## src/rtl/rv32i_types.sv

```systemverilog
// Shared CPU types: arbiter FSM state, arbiter port limit and the
// grant-index width helper.
package rv32i_types;

    typedef enum logic {
        IDLE = 1'b0,
        BUSY = 1'b1
    } arb_state_e;

    localparam int ARB_MAX_PORTS = 8;

    // A single requester still needs a 1-bit index.
    function automatic int arb_idx_width(input int n);
        return (n > 1) ? $clog2(n) : 1;
    endfunction

endpackage

```

## src/rtl/mem_arbiter_picker.sv

```systemverilog
// Combinational winner search. It starts at 'start', wraps modulo NUM_PORTS,
// and returns the first requesting index.
module arb_picker #(
    parameter int NUM_PORTS = 2,
    parameter int IDX_W     = 1
) (
    input  logic [NUM_PORTS-1:0] req,
    input  logic [IDX_W-1:0]     start,
    output logic [IDX_W-1:0]     winner,
    output logic                 found
);

    int unsigned idx;

    // Scan from the farthest offset down so that the nearest requester is the last write.
    always_comb begin
        winner = '0;
        found  = 1'b0;
        idx    = 0;
        for (int off = NUM_PORTS - 1; off >= 0; off--) begin
            idx = 32'(start) + 32'(off);
            if (idx >= 32'(NUM_PORTS)) begin
                idx = idx - 32'(NUM_PORTS);
            end
            if (|(req & (NUM_PORTS'(1) << idx))) begin
                winner = idx[IDX_W-1:0];
                found  = 1'b1;
            end
        end
    end

endmodule

```

## src/rtl/mem_arbiter.sv

```systemverilog
// N-requester memory arbiter. It grants one transaction at a time.
// Define ARB_ROUND_ROBIN_EN for round-robin priority; the default is fixed priority with the lowest index winning.
module mem_arbiter
    import rv32i_types::*;
#(
    parameter int NUM_PORTS  = 2,
    parameter int ADDR_WIDTH = 32,
    parameter int DATA_WIDTH = 32
) (
    input  logic                                    clk,
    input  logic                                    reset,
    input  logic [NUM_PORTS-1:0]                    req_read,
    input  logic [NUM_PORTS-1:0]                    req_write,
    input  logic [NUM_PORTS-1:0][DATA_WIDTH/8-1:0]  req_wmask,
    input  logic [NUM_PORTS-1:0][ADDR_WIDTH-1:0]    req_address,
    input  logic [NUM_PORTS-1:0][DATA_WIDTH-1:0]    req_wdata,
    output logic [NUM_PORTS-1:0]                    req_resp,
    output logic [DATA_WIDTH-1:0]                   req_rdata,
    output logic                                    mem_read,
    output logic                                    mem_write,
    output logic [DATA_WIDTH/8-1:0]                 mem_wmask,
    output logic [ADDR_WIDTH-1:0]                   mem_address,
    output logic [DATA_WIDTH-1:0]                   mem_wdata,
    input  logic                                    mem_resp,
    input  logic [DATA_WIDTH-1:0]                   mem_rdata,
    output arb_state_e                              dbg_state
);

    localparam int IDX_W  = arb_idx_width(NUM_PORTS);
    localparam int MASK_W = DATA_WIDTH / 8;

    arb_state_e              state_q, state_d;
    logic [IDX_W-1:0]        grant_q, grant_d;
    logic                    mem_read_q, mem_read_d;
    logic                    mem_write_q, mem_write_d;
    logic [MASK_W-1:0]       mem_wmask_q, mem_wmask_d;
    logic [ADDR_WIDTH-1:0]   mem_address_q, mem_address_d;
    logic [DATA_WIDTH-1:0]   mem_wdata_q, mem_wdata_d;

    logic [NUM_PORTS-1:0]    req_any;
    logic [IDX_W-1:0]        start;
    logic [IDX_W-1:0]        winner;
    logic                    found;

    assign req_any = req_read | req_write;

`ifdef ARB_ROUND_ROBIN_EN
    logic [IDX_W-1:0]        ptr_q, ptr_d;
    // The search begins one past the last grant.
    assign start = (ptr_q == IDX_W'(NUM_PORTS - 1)) ? '0 : ptr_q + IDX_W'(1);
`else
    assign start = '0;
`endif

    arb_picker #(
        .NUM_PORTS (NUM_PORTS),
        .IDX_W     (IDX_W)
    ) u_picker (
        .req    (req_any),
        .start  (start),
        .winner (winner),
        .found  (found)
    );

    always_comb begin
        state_d       = state_q;
        grant_d       = grant_q;
        mem_read_d    = mem_read_q;
        mem_write_d   = mem_write_q;
        mem_wmask_d   = mem_wmask_q;
        mem_address_d = mem_address_q;
        mem_wdata_d   = mem_wdata_q;
`ifdef ARB_ROUND_ROBIN_EN
        ptr_d         = ptr_q;
`endif
        case (state_q)
            IDLE: begin
                if (found) begin
                    state_d       = BUSY;
                    grant_d       = winner;
                    // A combined read+write request is issued as a write only.
                    mem_write_d   = req_write[winner];
                    mem_read_d    = req_read[winner] & ~req_write[winner];
                    mem_wmask_d   = req_wmask[winner];
                    mem_address_d = req_address[winner];
                    mem_wdata_d   = req_wdata[winner];
`ifdef ARB_ROUND_ROBIN_EN
                    ptr_d         = winner;
`endif
                end
            end
            BUSY: begin
                if (mem_resp) begin
                    state_d       = IDLE;
                    mem_read_d    = 1'b0;
                    mem_write_d   = 1'b0;
                    mem_wmask_d   = '0;
                    mem_address_d = '0;
                    mem_wdata_d   = '0;
                end
            end
            default: state_d = IDLE;
        endcase
    end

    always_ff @(posedge clk or posedge reset) begin
        if (reset) begin
            state_q       <= IDLE;
            grant_q       <= '0;
            mem_read_q    <= 1'b0;
            mem_write_q   <= 1'b0;
            mem_wmask_q   <= '0;
            mem_address_q <= '0;
            mem_wdata_q   <= '0;
`ifdef ARB_ROUND_ROBIN_EN
            ptr_q         <= IDX_W'(NUM_PORTS - 1);
`endif
        end else begin
            state_q       <= state_d;
            grant_q       <= grant_d;
            mem_read_q    <= mem_read_d;
            mem_write_q   <= mem_write_d;
            mem_wmask_q   <= mem_wmask_d;
            mem_address_q <= mem_address_d;
            mem_wdata_q   <= mem_wdata_d;
`ifdef ARB_ROUND_ROBIN_EN
            ptr_q         <= ptr_d;
`endif
        end
    end

    // The completion path from memory back to the requester is combinational.
    always_comb begin
        req_resp = '0;
        for (int i = 0; i < NUM_PORTS; i++) begin
            req_resp[i] = (state_q == BUSY) && mem_resp && (grant_q == IDX_W'(i));
        end
    end

    assign req_rdata   = mem_rdata;
    assign mem_read    = mem_read_q;
    assign mem_write   = mem_write_q;
    assign mem_wmask   = mem_wmask_q;
    assign mem_address = mem_address_q;
    assign mem_wdata   = mem_wdata_q;
    assign dbg_state   = state_q;

endmodule

```

## config.mk

```make
export PLATFORM = sky130hd
export DESIGN_NAME = mem_arbiter
export DESIGN_NICKNAME = d
export VERILOG_FILES = /design/src/rtl/rv32i_types.sv /design/src/rtl/mem_arbiter_picker.sv /design/src/rtl/mem_arbiter.sv
export SDC_FILE = /design/constraint.sdc
export NUM_CORES = 1
export LEC_CHECK = 0
export ABC_CLOCK_PERIOD_IN_PS = 3400
export CELL_PAD_IN_SITES_DETAIL_PLACEMENT = 1
export CELL_PAD_IN_SITES_GLOBAL_PLACEMENT = 1
export CORE_MARGIN = 2
export CORE_UTILIZATION = 24
export DETAILED_ROUTE_END_ITERATION = 16
export GPL_ROUTABILITY_DRIVEN = 0
export HOLD_SLACK_MARGIN = 0.06
export PLACE_DENSITY_LB_ADDON = 0.1
export RECOVER_POWER = 100
export SETUP_SLACK_MARGIN = 0.1
export SYNTH_ARGS = -nofsm -noshare
export SYNTH_HDL_FRONTEND = slang
export SYNTH_HIERARCHICAL = 1
export SYNTH_SLANG_ARGS = --single-unit
```

## constraint.sdc

```tcl
create_clock -name clk -period 3.4 [get_ports clk]
set_input_delay 0.85 -clock clk [delete_from_list [all_inputs] [get_ports clk]]
set_output_delay 0.85 -clock clk [all_outputs]
set_load 0.02 [all_outputs]
```

== Yosys cells after proc, flatten, opt, wreduce, memory -nomap -nowiden ==
Cells that the tools add are included.

* Flip-flop bits (word level): 72
* Bits of input ports: 175
* Logic and storage cells: 49

* $lt $le $gt $ge: 1
* Equality and inequality tests: 2
* Mux-type cells: 29
* Bitwise operators: 5
* Reductions and logical operators: 5

{| class="wikitable"
|+ Operators with widths
! kind !! number
|-
| 32-bit two-way mux || 7
|-
| 32-bit case mux with 2 select lines || 2
|-
| 4-bit two-way mux || 4
|-
| 1-bit two-way mux || 12
|-
| 4-bit case mux with 2 select lines || 1
|-
| 1-bit case mux with 2 select lines || 3
|-
| 2-bit != test, second input constant || 2
|-
| 2-bit AND reduction || 2
|-
| 1-bit logical AND || 3
|-
| 1-bit NOT || 3
|-
| 1-bit by 2-bit < comparator with 1-bit output, second input constant || 1
|-
| 2-bit bitwise OR || 1
|-
| 1-bit AND || 1
|}

== Depth between registers and ports, before layout ==
Gate-level depths: netlist of the first run.

* Word-level depth: 9
* Mapped depth: 7
* Depth with buffers taken out: 5

== Cells and area by module ==
Netlist of the first run, hierarchy kept.

{| class="wikitable"
|+ By module, submodules not included
! module !! instances !! cells each !! area an instance (µm²)
|-
| mem_arbiter || 1 || 280 || 3,545.9
|-
| arb_picker || 1 || 3 || 17.5
|}

== Worst setup path before layout of the first run ==
OpenSTA, ideal clock, no wires.

* Path type: input port to flip-flop
* Start: in req_read[1]
* End: reg mem_wdata_q[12] (netlist: mem_wdata[12])
* Data arrival time: 2.148 ns
* Required time: 3.322 ns
* Slack: 1.173 ns
* Stages on the path: 7
* Buffers on the path: 2
* Path through: or2_2 -> or2_1 -> nor2b_2 -> a21oi_2 -> buf_4 -> buf_4 -> o2bb2ai_1

* Elaborated cells on any way between the ends: 10

{| class="wikitable"
|+ RTL lines
! element !! line !! RTL
|-
| start, declared || mem_arbiter.sv:12 || <nowiki>input logic [NUM_PORTS-1:0] req_read,</nowiki>
|-
| 2-bit bitwise OR || mem_arbiter.sv:45 || <nowiki>assign req_any = req_read | req_write;</nowiki>
|-
| 1-bit two-way mux (2 in a row) || mem_arbiter_picker.sv:25 || <nowiki>if (|(req & (NUM_PORTS'(1) << idx))) begin</nowiki>
|-
| via found || mem_arbiter.sv:43 || <nowiki>logic found;</nowiki>
|-
| 2-bit != test (no line) || n/a ||
|-
| 2-bit AND reduction (no line) || n/a ||
|-
| end signal, assigned || mem_arbiter.sv:125 || <nowiki>mem_wdata_q <= mem_wdata_d;</nowiki>
|-
| end, declared || mem_arbiter.sv:38 || <nowiki>logic [DATA_WIDTH-1:0] mem_wdata_q, mem_wdata_d;</nowiki>
|}

The timed path passes the listed nets, and every way through them passes these cells. The select of a mux whose other input is x is not followed.
A chain may end at the register's enable or synchronous reset.

== Final worst setup path of the first run ==
* Start: in mem_resp
* End: out req_resp[0]

* Longest elaborated chain between the ends: 2

{| class="wikitable"
|+ Ends and longest elaborated chain
! element !! line !! RTL
|-
| start, declared || mem_arbiter.sv:24 || <nowiki>input logic mem_resp,</nowiki>
|-
| 1-bit logical AND (2 in a row) || mem_arbiter.sv:136 || <nowiki>req_resp[i] = (state_q == BUSY) && mem_resp && (grant_q == IDX_W'(i));</nowiki>
|-
| end, declared || mem_arbiter.sv:17 || <nowiki>output logic [NUM_PORTS-1:0] req_resp,</nowiki>
|}

No other way between the ends.

==> flow_summary.ini, run 1 <==
[finish]
n_fill_cell = 1570
fin_cells = 651
antenna-diode-count = 0
fin_nets = 637
syn_to_final_growth_pct = 68.5
drive_above_1_share = 0.0642

[power]
leakagePower_nw = 2.60
max-vdd-ir-drop_v = 0.000630
powerDensity_nw_per_um2 = 756

[yosys]
ys_warn_count = 6
synth_area_um2 = 3560
postSynthAreaPerCell_um2 = 12.6
synthCells = 283
ys_types = 20
ys_ff_latch = 72
yosysTopAreaCell = dfrtp_1
netlist.area_leader.share = 0.506
syn_nets = 458
yosys-top-cells-area = dfrtp_1, mux2i_1, o2bb2ai_1
yosysSeqAreaShare = 0.506

[min_path]
min_to = mem_address[6]$_DFFE_PP0P_
min_path_cells = 1
hold_class = flip-flop to flip-flop
min_from = mem_address[6]$_DFFE_PP0P_

[floorplanning]
core-area_um2 = 14500
pin_count = 280
fp-row-count = 44
dieArea_um2 = 15800
dieHeight_um = 126
initial_utilization = 0.245
die_w_um = 126

[cts]
cts.hold.buffers_added = 0
clock_latency_ps = 340
cts-buffers-inserted = 9
tritoncts = done
postCtsSetupBuffers = 0
htreeDepth = 3
cts_root_buf = clkbuf_16
post_cts_resized = 0
clkTransAtPathRegs_ps = 50
clock_sinks = 72
clock_path_buffers = 2

[drt]
ant_nets = 0
wl_per_cell_um = 17.2
drt_wl_total_mm = 11.2
drtIter0Drc = 83
dr_total_vias = 2988
dr.pass1.iters = 4
drc = 0
viasPerCell = 4.59

[setup_path]
worstPathArrival_ps = 2310
slowest_stage = dlygate4sd3_1
worst-r2r-setup-slack_ps = 1620
end_kind = primary output
r2r_end = dbg_state$_DFF_PP0_
crit_path_max_incr_delay_ps = 680
path_cells = clkdlybuf4s50_1 > nand2_1 > nor2_1 > dlygate4sd3_1
regToRegStartpoint = dbg_state$_DFF_PP0_
worstSetupPathType = input pin to primary output
cp.required_ps = 2550
path_max_fanout = 4
worstRegToRegCells = 4
critPathLaunchType = input pin

[global_routing]
first_global_vias = 3387
grt_max_degree = 42
grt_antenna_before_repair = 0
overflow = 0
grt_pass1_wl_mm = 18.2
grt_usage = 0.146

[timing]
final_max_slew_viol_count = 32
fin_crit_sh = 0.928
max_slew_margin = -0.0305
clock_skew_ps = 6.58
worst_slew_pin_slew_ps = 1540
final.setup.tns_ps = 0
finalHoldViolCount = 0
finalSetupViolCount = 0
rsz0062_at_grt = no
min_period_ps = 3160
fmax_mhz = 317

[placement]
portBuffers = 215
place_hpwl_mm = 8.40
dp.cells = 635

[run_status]
violations = capacitance limit, slew limit
run_status = finished with violations

[flow_run]
maxCapViolCount = 1
==> registers in the layout, indices dropped and copies added, names as in the netlist <==
signal and count:
mem_read 1, mem_wmask 4, dbg_state 1, mem_wdata 32
grant_q 1, mem_write 1, mem_address 32
==> critical path: cells and delay by family <==
kind	cells	cell delay, ps
buffers and inverters	2	1240
AND/OR/NAND/NOR	2	220
==> kinds of logic (layout without fill, tap and decap cells) <==
| kind of cell | Yosys count | in the layout | share of synthesized area |
|---|---|---|---|
| AO/OA/AOI/OAI | 74 | 74 | 0.179 |
| flip-flops | 72 | 72 | 0.506 |
| multiplexers | 71 | 71 | 0.200 |
| buffers and inverters | 57 | 241 | 0.102 |
| AND/OR/NAND/NOR | 8 | 8 | 0.0126 |
| other | 1 | 1 | 0.00105 |
==> metal layers <==
| layer | GRT usage | share of wire | up-vias |
|---|---|---|---|
| met5 | 0 | 0 | - |
| met4 | 0.0530 | 0.021 | 0 |
| met3 | 0.0616 | 0.10 | 24 |
| met1 | 0.167 | 0.40 | 1436 |
| li1 | - | - | 1392 |
| met2 | 0.244 | 0.48 | 136 |
==> final cells by class <==
cell class	instances	area, um2	share of cell area
Clock buffer	11	253	0.0421
Clock inverter	5	55.1	0.00917
Inverter	3	12.5	0.00208
Multi-Input combinational cell	154	1420	0.236
Sequential cell	72	1800	0.300
Tap cell	184	230	0.0383
Timing Repair Buffer	222	2240	0.373
==> cells in the mapped netlist <==
library cell  instances
dfrtp_1              72
inv_1                 3
nor2b_2               1
or2_2                 2
nor2_1                1
conb_1                1
mux2_2                2
a21oi_1               1
a21oi_2               1
a21boi_1              1
mux2i_1              69
o2bb2ai_1            68
buf_2                14
or2_1                 1
o21ai_0               2
and3_1                1
buf_4                35
a32o_1                1
buf_1                 5
nand2_1               2
==> how the worst max path moves through the flow <==
stage	from	cells past startpoint	end	slack, ps
5_1_grt	mem_resp	4	req_resp[0]	200
2_1_floorplan	reset	1	dbg_state$_DFF_PP0_	730
6_report	mem_resp	4	req_resp[0]	240
3_3_place_gp	mem_resp	4	req_resp[0]	320
3_5_place_dp	mem_resp	4	req_resp[0]	320
4_1_cts	mem_resp	4	req_resp[0]	300
==> per-stage QoR <==
stage           util  hold slack (ps)  setup WS (ps)  total power, mW  cell area (um2)
6_report       0.413              480            244             4.54             6000
5_1_grt        0.413              491            197             4.85             6000
4_1_cts        0.416              490            298             4.82             6040
3_5_place_dp   0.394              472            316             3.82             5730
3_3_place_gp   0.394              470            325             3.80             5730
2_1_floorplan      -              497            725             2.63             3560
==> cell usage in the layout, fill, tap and decap left out, types with 2 or more instances in the layout <==
cell	n
buf_12	3
buf_4	2
clkbuf_16	9
clkbuf_8	2
clkdlybuf4s50_1	141
clkinv_2	2
clkinvlp_4	2
dfrtp_1	72
dlygate4sd3_1	74
inv_1	2
mux2_2	2
mux2i_1	69
nand2_1	2
o21ai_0	2
o2bb2ai_1	68
or2_2	2
==> report_power, final <==
group	switching [mW]	internal, mW
Sequential	0.203	1.24
Clock	0.352	0.605
Combinational	1.19	0.957
Power figures use the tool's default switching activity.
==> run 2: changes to the inputs <==
--- a/config.mk
+++ b/config.mk
@@ -10,10 +10,11 @@
 export CELL_PAD_IN_SITES_GLOBAL_PLACEMENT = 1
 export CORE_MARGIN = 2
 export CORE_UTILIZATION = 24
+export CTS_CLUSTER_DIAMETER = 80
 export DETAILED_ROUTE_END_ITERATION = 16
 export GPL_ROUTABILITY_DRIVEN = 0
 export HOLD_SLACK_MARGIN = 0.06
-export PLACE_DENSITY_LB_ADDON = 0.1
+export PLACE_DENSITY = 0.9
 export RECOVER_POWER = 100
 export SETUP_SLACK_MARGIN = 0.1
 export SYNTH_ARGS = -nofsm -noshare
==> run 2 against run 1 <==
  * The flow now finishes without violations
  * Design area fell by 0.67%
  * Power fell by 1.0%
  * Wire length rose by 5.8%
  * Register-to-register slack got worse by 200 ps
  * Flip-flop and latch count did not move
  * Sequential power barely moved
  * Sequential share of layout area rose by 0.20 points
  * Global-route usage rose by 0.79 points
  * Largest cell class unchanged
==> flow_summary.ini, run 2 (synthesized netlist as in run 1, its figures left out) <==
[run_status]
run_status = complete, no violations

[drt]
ant_nets = 0
drc = 0
dr_total_vias = 3038
drt_wl_total_mm = 11.8
wl_per_cell_um = 18.3
dr.pass1.iters = 4
drtIter0Drc = 83
viasPerCell = 4.68

[timing]
final_max_slew_viol_count = 0
finalHoldViolCount = 0
max_slew_margin = 0.283
finalSetupViolCount = 0
rsz0062_at_grt = no
clock_skew_ps = 6.60
fin_ws_ps = 262
fmax_mhz = 319
final.setup.tns_ps = 0
fin_crit_sh = 0.923
min_period_ps = 3140
worst_slew_pin_slew_ps = 1070

[min_path]
min_to = mem_address[6]$_DFFE_PP0P_
min_path_cells = 1
hold_class = flip-flop to flip-flop
min_from = mem_address[6]$_DFFE_PP0P_

[setup_path]
worstRegToRegCells = 4
regToRegStartpoint = dbg_state$_DFF_PP0_
path_max_fanout = 4
worstSetupPathType = input pin to primary output
worstPathArrival_ps = 2290
critPathLaunchType = input pin
end_kind = primary output
r2r_end = mem_read$_DFFE_PP0P_
path_cells = clkdlybuf4s50_1 > and3_1 > dlygate4sd3_1
crit_path_max_incr_delay_ps = 680
worst-r2r-setup-slack_ps = 1420
slowest_stage = dlygate4sd3_1
cp.required_ps = 2550

[cts]
tritoncts = done
clock_latency_ps = 330
cts_root_buf = clkbuf_16
cts-buffers-inserted = 9
clock_path_buffers = 2
postCtsSetupBuffers = 0
clock_sinks = 72
clkTransAtPathRegs_ps = 50
htreeDepth = 3
cts.hold.buffers_added = 0
post_cts_resized = 0

[finish]
drive_above_1_share = 0.0559
antenna-diode-count = 0
final_area_um2 = 5960
syn_to_final_growth_pct = 67.4
layout_commonest_cell = clkdlybuf4s50_1
final_cell_mix = clkdlybuf4s50_1, dlygate4sd3_1, dfrtp_1, mux2i_1, o2bb2ai_1
fin_nets = 636
n_fill_cell = 1551

[placement]
place_ws_ps = 331
place_hpwl_mm = 9.01
portBuffers = 215
dpl_cell_area_um2 = 5720

[floorplanning]
fp-row-count = 44
dieHeight_um = 126
pin_count = 280
core-area_um2 = 14500
initial_utilization = 0.245
dieArea_um2 = 15800
die_w_um = 126

[global_routing]
grt_antenna_before_repair = 0
first_global_vias = 3585
grt_max_degree = 70
overflow = 0
grt_pass1_wl_mm = 19.3
grt_usage = 0.154

[power]
switching_share = 0.388
combPwrFrac = 0.470
p_int_mw = 2.75
p_sw_mw = 1.74
p_clk_frac = 0.205
max-vdd-ir-drop_v = 0.000686
seq_power_share = 0.325
powerDensity_nw_per_um2 = 753
leakagePower_nw = 2.59

[flow_run]
maxCapViolCount = 0
## run 2: cell types whose count changed in the layout (fill, tap and decap cells not counted), sizes merged
cell | before | now
inv | 2 | 3
clkdlybuf4s50 | 141 | 140
buf | 6 | 2
clkinv | 2 | 3
clkbuf | 12 | 15
clkinvlp | 3 | 0
dlygate4sd3 | 74 | 75
## run 2: worst max-delay path by stage
stage | startpoint | end | slack, ps | cells past startpoint
finish | mem_resp | req_resp[1] | 260 | 3
global route | mem_resp | req_resp[0] | 170 | 4
CTS | mem_resp | req_resp[1] | 330 | 3
detailed placement | mem_resp | req_resp[0] | 330 | 4
global placement | mem_resp | req_resp[0] | 340 | 4
floorplan | reset | dbg_state$_DFF_PP0_ | 730 | 1
## run 2: worst max-delay path: cells and delay by family
family	cells	cell delay, ps
buf+inv	2	1250
simple gates	1	180
## run 2: metal layers
layer  vias to the layer above  part of all wire  GRT usage
li1                       1387                 -          -
met2                       145              0.51      0.276
met4                         0             0.027     0.0601
met3                        31             0.083     0.0607
met5                         -                 0          0
met1                      1475              0.38      0.162
## run 2: power by group through the flow
stage                     Sequential [mW]  Clock, mW  Combinational [mW]
after floorplan                      1.91          0               0.724
after global placement               1.46          0                2.25
after detailed placement             1.48          0                2.32
after CTS                            1.48      0.956                2.32
after global routing                 1.51      0.992                2.25
final                                1.46      0.922                2.11
## run 2: metrics by stage
step           instances  hold WS (ps)  total power [mW]  utilization
2_1_floorplan        283           497              2.63            -
3_3_place_gp         634           470              3.71        0.394
3_5_place_dp         634           474              3.80        0.394
4_1_cts              649           492              4.76        0.414
5_1_grt              649           500              4.75        0.410
6_report             649           483              4.49        0.410
## run 2: area by class of cell
class | instances | area [um2] | share of cell area
well taps | 184 | 230 | 0.0386
repair buffers | 221 | 2220 | 0.372
multi-input cells | 154 | 1420 | 0.238
clock inverters | 4 | 45.0 | 0.00755
flip-flops and latches | 72 | 1800 | 0.302
clock buffers | 11 | 243 | 0.0407
inverters | 3 | 11.3 | 0.00189
==> variant 1 (settings of run 1) <==
Reset style: synchronous (`reset`), changed in one clocked block.
--- a/src/rtl/mem_arbiter.sv
+++ b/src/rtl/mem_arbiter.sv
@@ -105,3 +105,3 @@
 
-    always_ff @(posedge clk or posedge reset) begin
+    always_ff @(posedge clk) begin
         if (reset) begin
Function: differs if reset is asserted again (counterexample within 4 cycles, from zero or initial values and one cycle with reset high); with reset held inactive, the same outputs for 10 cycles.
==> variant 1 against run 1 <==
Fmax down 0.41%. Sequential cell count unchanged. Hold slack better by 0.0061 ns. Setup slack worse by 0.013 ns. Largest cell class unchanged. Sequential share of layout area down 5.6 points. Area after synthesis down 0.28%. Routed wire length up 4.8%. Count of clock-buffer cells in the layout up 2. Highest routed layer unchanged. First-iteration DRC count up 22%. Non-clock buffer count down 1. Clock skew down 0.0028 ns. Cell area down 1.7%. Critical path type unchanged.
Power is not compared: it rests on default switching activity, and its combinational part moved more than twofold at a synthesized area within 25%.
==> variant 1: results (changes against run 1) <==
| Metric | Value |
|---|---|
| Placed Area | `5630 um^2 (-1.8%)` |
| Hold Crit Start | `mem_write` |
| Dpl cells | `704 (+11%)` |
| Post-DP HPWL | `8.52 mm (+1.5%)` |
| Ys async rst share | `0 (-1.00)` |
| Min-Delay Path Depth | `2 (+1)` |
| Ys flop type | `dfxtp_1` |
| Tot GR Track Use | `0.146 (-0.000293)` |
| FF-to-FF Start | `dbg_state` |
| Antenna diodes | `0 (unchanged)` |
| Post-synthesis cell type count | `23 (+15%)` |
| Post-synthesis sequential area ratio | `0.406 (-0.100)` |
| Post-Syn Nets | `537 (+17%)` |
| Max-slew headroom | `0.428 (+0.459)` |
| Synth area leaders | `dfxtp_1, mux2_2, a22oi_1, nor2_1, buf_4` |
| Final #Nets | `706 (+11%)` |
| Portion of netlist area occupied by mux cells | `0.228 (+0.0277)` |
| Post-synthesis compound-gate area fraction | `0.154 (-0.0252)` |
| Drt wl/cell | `16.3 um (-5.2%)` |
| Initial DRC Count | `101 (+22%)` |
| Dpl ws | `0.312 ns (-0.00369 ns)` |
| Via-to-Cell Ratio | `4.58 (-0.32%)` |
| Reg2Reg Setup Slack | `1.42 ns (-0.20 ns)` |
| Status | `finished, final reports clean` |
| Worst Hold End | `mem_write` |
| Number of global-route vias before repair | `3,500 (+3.3%)` |
| Syn_area_per_cell | `9.82 um^2 (-22%)` |
| Fraction of layout cells with a size suffix above 1 | `0.179 (+0.115)` |
| DRT Wirelength | `11.7 mm (+4.8%)` |
| Most common library cells after synthesis | `dfxtp_1, nor2_1, mux2_2, a22oi_1, buf_4` |
| Crit path DAT | `approximately 2.3 ns` |
[variant 1: cells by family after synthesis]
| kind of cell | after synthesis |
|---|---|
| multiplexers | 71 |
| other | 1 |
| flip-flops | 72 |
| buffers and inverters | 64 |
| AO/OA/AOI/OAI | 73 |
| AND/OR/NAND/NOR | 81 |
[variant 1: power by group through the flow]
stage                     registers (uW)  clock network (uW)  logic (uW)
after floorplan                     1050                   0         322
after global placement               967                   0         712
after detailed placement             970                   0         720
after CTS                            953                 927         724
after global routing                 959                 966         736
final                                949                 892         679
[variant 1: worst max-delay path: stages]
cell             delay [ns]
clkdlybuf4s50_1        0.60
and3_1                 0.20
dlygate4sd3_1          0.67
[variant 1: through the flow]
step	hold WS, ns	util
2_1_floorplan	0.445	-
3_3_place_gp	0.470	0.389
3_5_place_dp	0.488	0.389
4_1_cts	0.497	0.408
5_1_grt	0.516	0.408
6_report	0.486	0.408
[variant 1: final cells by class]
| class | instances | area, um^2 |
|---|---|---|
| fillers | 1633 | 8580 |
| clock buffers | 13 | 270 |
| well taps | 184 | 230 |
| flip-flops and latches | 72 | 1440 |
| repair buffers | 221 | 2240 |
| inverters | 1 | 3.75 |
| multi-input cells | 226 | 1700 |
| clock inverters | 3 | 15.0 |
[variant 1: how the worst max path moves through the flow]
stage                            start             end  slack (ns)  depth (start not counted)
after floorplan           req_write[0]  mem_address[2]        1.15                          7
after detailed placement      mem_resp     req_resp[1]        0.31                          3
after CTS                     mem_resp     req_resp[1]        0.30                          3
final                         mem_resp     req_resp[1]        0.23                          3
after global routing      req_write[0]    mem_wdata[7]        0.14                          7
after global placement        mem_resp     req_resp[0]        0.31                          4
[variant 1: routing by layer]
layer  wire length [um]  part of all wire  track usage
met1               5040              0.43        0.171
met2               5460              0.47        0.241
met3               1050             0.090       0.0556
met4                175             0.015       0.0536
met5                  0                 0            0
==> variant 2 (config.mk and constraints of run 1) <==
Made on the original files. `ADDR_WIDTH`: 32 -> 16.
--- a/src/rtl/mem_arbiter.sv
+++ b/src/rtl/mem_arbiter.sv
@@ -6,3 +6,3 @@
     parameter int NUM_PORTS  = 2,
-    parameter int ADDR_WIDTH = 32,
+    parameter int ADDR_WIDTH = 16,
     parameter int DATA_WIDTH = 32
Ports: changed (resized mem_address and req_address); port bits go from 280 to 232. The function was not compared with the original's and may differ.
==> variant 2 against run 1 <==
Routed wire length fell by 24%. Sequential cell count fell by 16. Die area fell by 19%. Critical path depth did not move. Largest cell class unchanged. Setup slack got worse by 0.072 ns. Final cell count fell by 21%. Area after synthesis fell by 19%. Fmax fell by 2.2%. Via count fell by 22%. Critical endpoint unchanged. Cell area fell by 23%. Synthesized cell count fell by 18%.
Power is not compared: it rests on default switching activity, and its combinational part moved more than twofold at a synthesized area within 25%.
==> variant 2: results (changes against run 1) <==
| Metric | Value |
|---|---|
| Multi-In Gates | `124 (-19%)` |
| Clock slew at reported path FFs | `0.07 ns (+0.02 ns)` |
| Worst Hold End | `mem_wdata[22]` |
| Syn Inst Count | `231 (-18%)` |
| Non-clock buffer share | `0.376 (+0.00324)` |
| Portion of netlist area occupied by mux cells | `0.188 (-0.0120)` |
| Post-DP HPWL | `6.54 mm (-22%)` |
| Sink Count | `56 (-22%)` |
| WL met2 | `4.32 mm (-20%)` |
| M2 GR Usage | `0.236 (-0.00795)` |
| Final Non-Filler Cells | `512 (-21%)` |
| Reg2Reg Setup Slack | `1.55 ns (-0.07 ns)` |
| Invs w/o clock | `2 (-1)` |
| Tot GR Track Use | `0.132 (-0.0143)` |
| IO buf count | `167 (-22%)` |
| DRT Wirelength | `8.51 mm (-24%)` |
| WHS | `0.483 ns (+0.00228 ns)` |
| Fin util | `0.387 (-0.0258)` |
| Post-synthesis sequential area ratio | `0.487 (-0.0189)` |
| Max incr delay on CP | `0.70 ns (+0.02 ns)` |
| Grt met3 use | `0.0473 (-0.0143)` |
| Via-to-Cell Ratio | `4.55 (-0.89%)` |
| H-tree levels | `2 (-1)` |
| Most common library cells after synthesis | `dfrtp_1, mux2i_1, o2bb2ai_1, buf_4, buf_2` |
| Status | `finished, final reports clean` |
| Non-clk bufs | `175 (-21%)` |
| Synth area leaders | `dfrtp_1, mux2i_1, o2bb2ai_1, buf_4, buf_6` |
variant 2: cell count changes in the layout (fill, tap and decap cells not counted), sizes merged, moves of 2 or more:
cell | before | now
clkinvlp | 3 | 0
clkdlybuf4s50 | 141 | 108
buf | 6 | 2
mux2i | 69 | 53
nand2 | 2 | 4
dfrtp | 72 | 56
o2bb2ai | 68 | 52
dlygate4sd3 | 74 | 59
variant 2: how the worst max path moves through the flow:
stage | end | slack [ns] | depth (start not counted)
final | req_resp[0] | 0.17 | 4
after global routing | req_resp[0] | 0.07 | 4
after CTS | req_resp[0] | 0.21 | 4
after detailed placement | req_resp[0] | 0.23 | 4
after global placement | req_resp[0] | 0.22 | 4
after floorplan | dbg_state | 1.18 | 1
variant 2: kinds of logic after synthesis:
group	count (synthesis)
multiplexers	54
AND/OR/NAND/NOR	11
AO/OA/AOI/OAI	58
flip-flops	56
other	1
buffers and inverters	51
